<file path="src/rtl/down_counter_t_ff_pkg.sv">
// Shared definitions for the T-flip-flop down-counter/timer: FSM encoding and default width.
package down_counter_t_ff_pkg;

    typedef enum logic [1:0] {
        ST_IDLE = 2'd0,
        ST_RUN  = 2'd1,
        ST_DONE = 2'd2
    } state_e;

    localparam int DEFAULT_WIDTH = 3;

endpackage

</file>
<file path="src/rtl/down_counter_t_ff_t_ff.sv">
// Single T flip-flop cell: toggles on T_i, synchronous active-high clear.
module t_ff_cell (
    input  logic clk_i,
    input  logic reset_i,
    input  logic T_i,
    output logic Q_o
);

    logic q_q;

    always_ff @(posedge clk_i) begin
        if (reset_i) begin
            q_q <= 1'b0;
        end else if (T_i) begin
            q_q <= ~q_q;
        end
    end

    assign Q_o = q_q;

endmodule

</file>
<file path="src/rtl/down_counter_t_ff.sv">
// Programmable down-counter/timer on T-FF cells with one-shot and auto-reload modes.
// Handshake: load_i is a single-cycle strobe with no ready; it wins over en_i and is overridden only by reset_i.
module down_counter_t_ff
    import down_counter_t_ff_pkg::*;
#(
    parameter int WIDTH = DEFAULT_WIDTH
) (
    input  logic             clk_i,
    input  logic             reset_i,
    input  logic             en_i,
    input  logic             load_i,
    input  logic [WIDTH-1:0] load_val_i,
    input  logic             auto_reload_i,
    output logic [WIDTH-1:0] Q_o,
    output logic             tc_o,
    output logic             uf_o,
    output logic             done_o,
    output logic             busy_o
);

    state_e           state_q;
    logic [WIDTH-1:0] reload_q;
    logic             mode_q;
    logic             uf_q;

    logic [WIDTH-1:0] count;
    logic [WIDTH-1:0] toggle_d;
    logic [WIDTH:0]   borrow;
    logic             zero;
    logic             run_en;

    assign zero   = (count == '0);
    assign run_en = (state_q == ST_RUN) && en_i;

    // Bit i flips when every lower bit is 0: a decrement without a subtractor.
    always_comb begin
        borrow[0] = 1'b1;
        for (int i = 0; i < WIDTH; i++) begin
            borrow[i+1] = borrow[i] & ~count[i];
        end
    end

    always_comb begin
        toggle_d = '0;
        if (load_i) begin
            toggle_d = count ^ load_val_i;
        end else if (run_en) begin
            if (!zero) begin
                toggle_d = borrow[WIDTH-1:0];
            end else if (mode_q) begin
                toggle_d = count ^ reload_q;
            end
        end
    end

    for (genvar g = 0; g < WIDTH; g++) begin : g_cell
        t_ff_cell u_cell (
            .clk_i   (clk_i),
            .reset_i (reset_i),
            .T_i     (toggle_d[g]),
            .Q_o     (count[g])
        );
    end

    always_ff @(posedge clk_i) begin
        if (reset_i) begin
            state_q  <= ST_IDLE;
            reload_q <= '0;
            mode_q   <= 1'b0;
            uf_q     <= 1'b0;
        end else if (load_i) begin
            state_q  <= ST_RUN;
            reload_q <= load_val_i;
            mode_q   <= auto_reload_i;
            uf_q     <= 1'b0;
        end else begin
            uf_q <= 1'b0;
            if (run_en && zero) begin
                uf_q <= 1'b1;
                if (!mode_q) begin
                    state_q <= ST_DONE;
                end
            end
        end
    end

    assign Q_o    = count;
    assign tc_o   = zero;
    assign uf_o   = uf_q;
    assign done_o = (state_q == ST_DONE);
    assign busy_o = (state_q == ST_RUN);

endmodule

</file>
<file path="config.mk">
export PLATFORM = sky130hd
export DESIGN_NAME = down_counter_t_ff
export DESIGN_NICKNAME = d
export VERILOG_FILES = /design/src/rtl/down_counter_t_ff_pkg.sv /design/src/rtl/down_counter_t_ff_t_ff.sv /design/src/rtl/down_counter_t_ff.sv
export SDC_FILE = /design/constraint.sdc
export NUM_CORES = 1
export LEC_CHECK = 0
export ABC_AREA = 1
export CAP_MARGIN = 25
export CORE_AREA = 2 2 39 41
export CTS_CLUSTER_DIAMETER = 120
export DETAILED_ROUTE_END_ITERATION = 12
export DIE_AREA = 0 0 41 43
export RECOVER_POWER = 25
export SLEW_MARGIN = 10
export SYNTH_ARGS = -nofsm -noshare
export SYNTH_HDL_FRONTEND = slang
export SYNTH_SLANG_ARGS = --single-unit
export TNS_END_PERCENT = 1
</file>
<file path="constraint.sdc">
create_clock -name clk_i -period 1.2 [get_ports clk_i]
set_input_delay 0.24 -clock clk_i [delete_from_list [all_inputs] [get_ports clk_i]]
set_output_delay 0.24 -clock clk_i [all_outputs]
set_load 0.05 [all_outputs]
</file>
* Word-level counts from Yosys, hierarchy flattened
Cells that the tools add are included.
** Word-level totals
- Register bits after elaboration :: 10
- Bits of input ports :: 8
- Output and inout port bits :: 7
- Logic and storage cells :: 33
** Cells by class
- Equal/unequal tests :: 3
- Mux-type cells :: 8
- Bitwise logic cells :: 7
- Reductions and logical operators :: 7
** Operators by type and width (number)
- $mux 3 :: 4
- $xor 3x3->3 :: 2
- $mux 1 :: 4
- $not 1->1 :: 4
- $reduce_and 2->1 :: 2
- $logic_not 3->1 :: 1
- $eq 2x1->1 const B :: 1
- $eq 2x2->1 const B :: 1
- $logic_and 1x1->1 :: 2
- $ne 2x2->1 const B :: 1
- $reduce_bool 2->1 :: 1
- $reduce_or 2->1 :: 1
- $and 1x1->1 :: 1

* Depth between registers and ports, before layout
- Depth after elaboration :: 5
- Mapped depth :: 8
- Gate-level depth less buffers :: 8

* By module
Synthesis repeated with hierarchy kept, for this count alone.
** Second synthesis, totals
- Cell total of the unflattened synthesis :: 78
- Area total of the unflattened synthesis :: 510.5 sq um
** Modules (own cells, without submodules)
- down_counter_t_ff :: times used 1, cells each 60, area an instance 394.1 sq um, sequential area each 140.1 sq um
- t_ff_cell :: times used 3, cells each 6, area an instance 38.8 sq um, sequential area each 20.0 sq um

* Least setup slack after synthesis
Ideal clock, no wire load.
- Path kind :: reg2out
- Start :: register state_q[0]
- End :: output busy_o
- Data arrival time :: 1.080 ns
- Required time :: 0.960 ns
- Slack :: -0.120 ns
- Cell stages (with the launch flop) :: 3
- Path buffers :: 0
- Path through :: dfxtp_1 > inv_1 > nor2_1
** Between the ends
- Word-level cells in the longest chain between the ends :: 1
** Ends and longest elaborated chain
- from (decl) :: line down_counter_t_ff.sv:21 : state_e state_q;
- from (signal assigned) :: line down_counter_t_ff.sv:67 : state_q <= ST_IDLE;
- from (signal assigned) :: line down_counter_t_ff.sv:72 : state_q <= ST_RUN;
- from (signal assigned) :: line down_counter_t_ff.sv:81 : state_q <= ST_DONE;
- $eq 2x1->1 :: line down_counter_t_ff.sv:91 : assign busy_o = (state_q == ST_RUN);
- to (decl) :: line down_counter_t_ff.sv:18 : output logic busy_o
No other way between the ends.

* Worst setup path after layout
Ends and elaborated chain as after synthesis.

==> flow_metrics.py <==
metrics = {
    "floorplanning": {
        "rows": 14,
        "die-width_um": 41,
        "die-area_um2": 1760,
        "ioPinCount": 15,
        "core_um2": 1380,
        "start_util_pct": 34.2,
        "die_h_um": 43,
    },
    "final_layout": {
        "final_area_um2": 801,
        "stdcell_count": 105,
        "utilization_pct": 57.9,
        "nets": 98,
        "antenna_cells": 0,
        "layout-drive-gt1-share_pct": 40.4,
        "syn_to_final_growth_pct": 69.3,
        "final_cell_mix": "nand2_1 (22), buf_4 (7), dfxtp_1 (6), clkdlybuf4s50_1 (6), buf_12 (6)",
        "layout_commonest_cell": "nand2_1",
    },
    "critical_path": {
        "crit_required_ns": 0.96,
        "reg2regPathDepth": 7,
        "r2r_end": "state_q[0]",
        "cp_cell_sequence": "inv_4, nor2_4, buf_12",
        "end_kind": "primary output",
        "cp.arrival_ns": 0.96,
        "startpoint": "state_q[0]",
        "rr_startpoint": "g_cell[2].u_cell.Q_o",
        "r2r_slack_ns": 0.18,
        "cp_slowest_cell": "dfxtp_4",
        "cp-start-kind": "register",
        "slowest_delay_ns": 0.40,
        "crit_path_max_fanout": 4,
        "worstSetupPathType": "reg2out",
    },
    "sta": {
        "tightest_slew_ns": 0.272,
        "tns_ns": -0.00221,
        "skew_ns": 0.00215,
        "finalHoldViolCount": 0,
        "slew_viol_final": 0,
        "relSlewSlack_pct": 81.8,
        "fmax_mhz": 832,
        "fin_crit_ns": 1.20,
        "rsz0062_at_grt": "true",
        "fin_ws_ns": -0.00221,
        "setup-violations-final": 1,
        "period_share_pct": 100,
    },
    "drt": {
        "num_vias": 453,
        "drt.antenna.violating_nets": 0,
        "wl_um": 961,
        "post_drt_wl_per_cell_um": 9.15,
        "drt_pass1_iterations": 2,
        "first_iter_violations": 2,
        "vias_per_cell": 4.31,
        "drc": 0,
    },
    "power_and_ir_drop": {
        "clkPwrFrac_pct": 32.6,
        "netSwitchingFraction_pct": 30.2,
        "p_comb_share_pct": 29.0,
        "p_int_uw": 672,
        "peakVddDrop_v": 0.000474,
        "p_leak_uw": 0.000368,
        "power_density_nw_per_um2": 1200,
        "switchingPower_uw": 291,
        "p_seq_share_pct": 38.4,
    },
    "synth": {
        "synthTopCellsByArea": "dfxtp_1 (42%), nand2_1 (17%), inv_1 (6.3%)",
        "synth_cells": 66,
        "synth_area_um2": 473,
        "syn_nets": 74,
        "synth.area.mux_share_pct": 0,
        "synth_top_family_by_area": "simple AND/OR/NAND/NOR gates",
        "synth_seq_cells": 10,
        "synth_cell_type_count": 16,
        "synthAdderAreaFrac_pct": 0,
        "synth_top_area_share_pct": 42.3,
        "yosys_warnings": 0,
        "syn_area_per_cell_um2": 7.17,
        "synth-compound-area-share_pct": 6.08,
        "synth_area_leader_cell": "dfxtp_1",
        "synth_xor_area_share_pct": 0,
        "yosys.area_share.simple_pct": 38.1,
        "ys_seq_area_share_pct": 42.3,
    },
    "worst_hold_path": {
        "hp-class": "reg2reg",
        "min-delay-start": "reload_q[1]",
        "holdPathStages": 2,
        "min_to": "reload_q[1]",
    },
    "clock_tree": {
        "cts_buffer_depth": 2,
        "path_clk_slew_ns": 0.07,
        "cts.htree.levels": 1,
        "clock_sinks": 10,
        "insertion_delay_ns": 0.27,
        "cts_buffers": 3,
        "postCtsHoldBufs": 0,
        "cts_tree": "yes",
        "clock-root-buffer": "clkbuf_4",
    },
    "global_route": {
        "grt_overflow": 0,
        "grt_usage_pct": 14.4,
        "grt_max_degree": 7,
        "grt_pass1_vias": 409,
        "antenna_found_initial": 0,
        "grt_pass1_wl_mm": 1.64,
    },
    "job": {
        "cap_violations": 0,
    },
    "placed_design": {
        "port_buffers": 14,
        "place_ws_ns": -0.123,
        "place_area_um2": 721,
        "place.gp.congestion": 0.794,
        "dp_cells": 98,
        "hpwlAfterDp_um": 731,
    },
    "outcome": {
        "failed_checks": "setup timing",
        "status": "finished with violations",
    },
}
## critical path, delay by kind of cell (launching register included)
family                 cells  cell delay, ns
DFF                        1            0.40
buffers and inverters      2            0.18
and+or+nand+nor            1            0.11
## cells by family (layout without fill, tap and decap cells)
group,after synthesis,count (layout)
AOI/OAI and AO/OA,5,5
DFF,10,10
buffers and inverters,14,37
and+or+nand+nor,37,37
## per-layer routing
layer	up-vias	part of all wire [%]	track usage, %
met4	0	1.5	14.0
li1	247	-	-
met5	-	0	0
met3	2	3.7	3.14
met1	197	47	19.0
met2	7	47	17.8
## Yosys cell counts (all sizes together)
cell   number
a21oi       1
nand3       7
dfxtp      10
buf         3
nor2        5
nand2      23
nor3        2
o21ai       4
inv        11
## state kept, by name, summed over array words and instances (netlist names)
name and count:
uf_o 1, state_q 2, g_cell.u_cell.Q_o 3, reload_q 3
mode_q 1
## repair_timing
item                                    CTS  global route
endpoints found under the setup margin    3             3
cloned                                    0             0
setup buffers                             3             0
gates resized for setup                  12             5
pin swaps                                 1             1
## worst max path at each step
stage                     slack (ns)  depth (start not counted)                    to
final                         -0.002                          3                busy_o
after global routing           -0.04                          3                busy_o
after CTS                      -0.02                          3                busy_o
after detailed placement       -0.12                          6  g_cell[2].u_cell.Q_o
after global placement         -0.12                          6  g_cell[2].u_cell.Q_o
after floorplan                -0.09                          2                done_o
## power groups by stage
stage	sequential, uW	clock, uW	combinational [uW]
floorplan	376	0	133
global placement	374	0	251
detailed placement	375	0	252
CTS	367	326	279
global route	373	333	299
finish	370	314	279
## per-stage QoR
step | total power, uW | hold slack (ns)
6_report | 964 | 0.452
5_1_grt | 1010 | 0.482
4_1_cts | 972 | 0.454
3_5_place_dp | 626 | 0.439
3_3_place_gp | 625 | 0.433
2_1_floorplan | 509 | 0.326
## cell type report
cell class	count	area (um2)
clock buffer	4	36.3
fill	134	583
inverter	11	51.3
multi-input combinational	42	231
sequential	10	210
tap	16	20.0
timing repair buffer	22	251
Note: power is estimated with default switching activity, not from simulation.
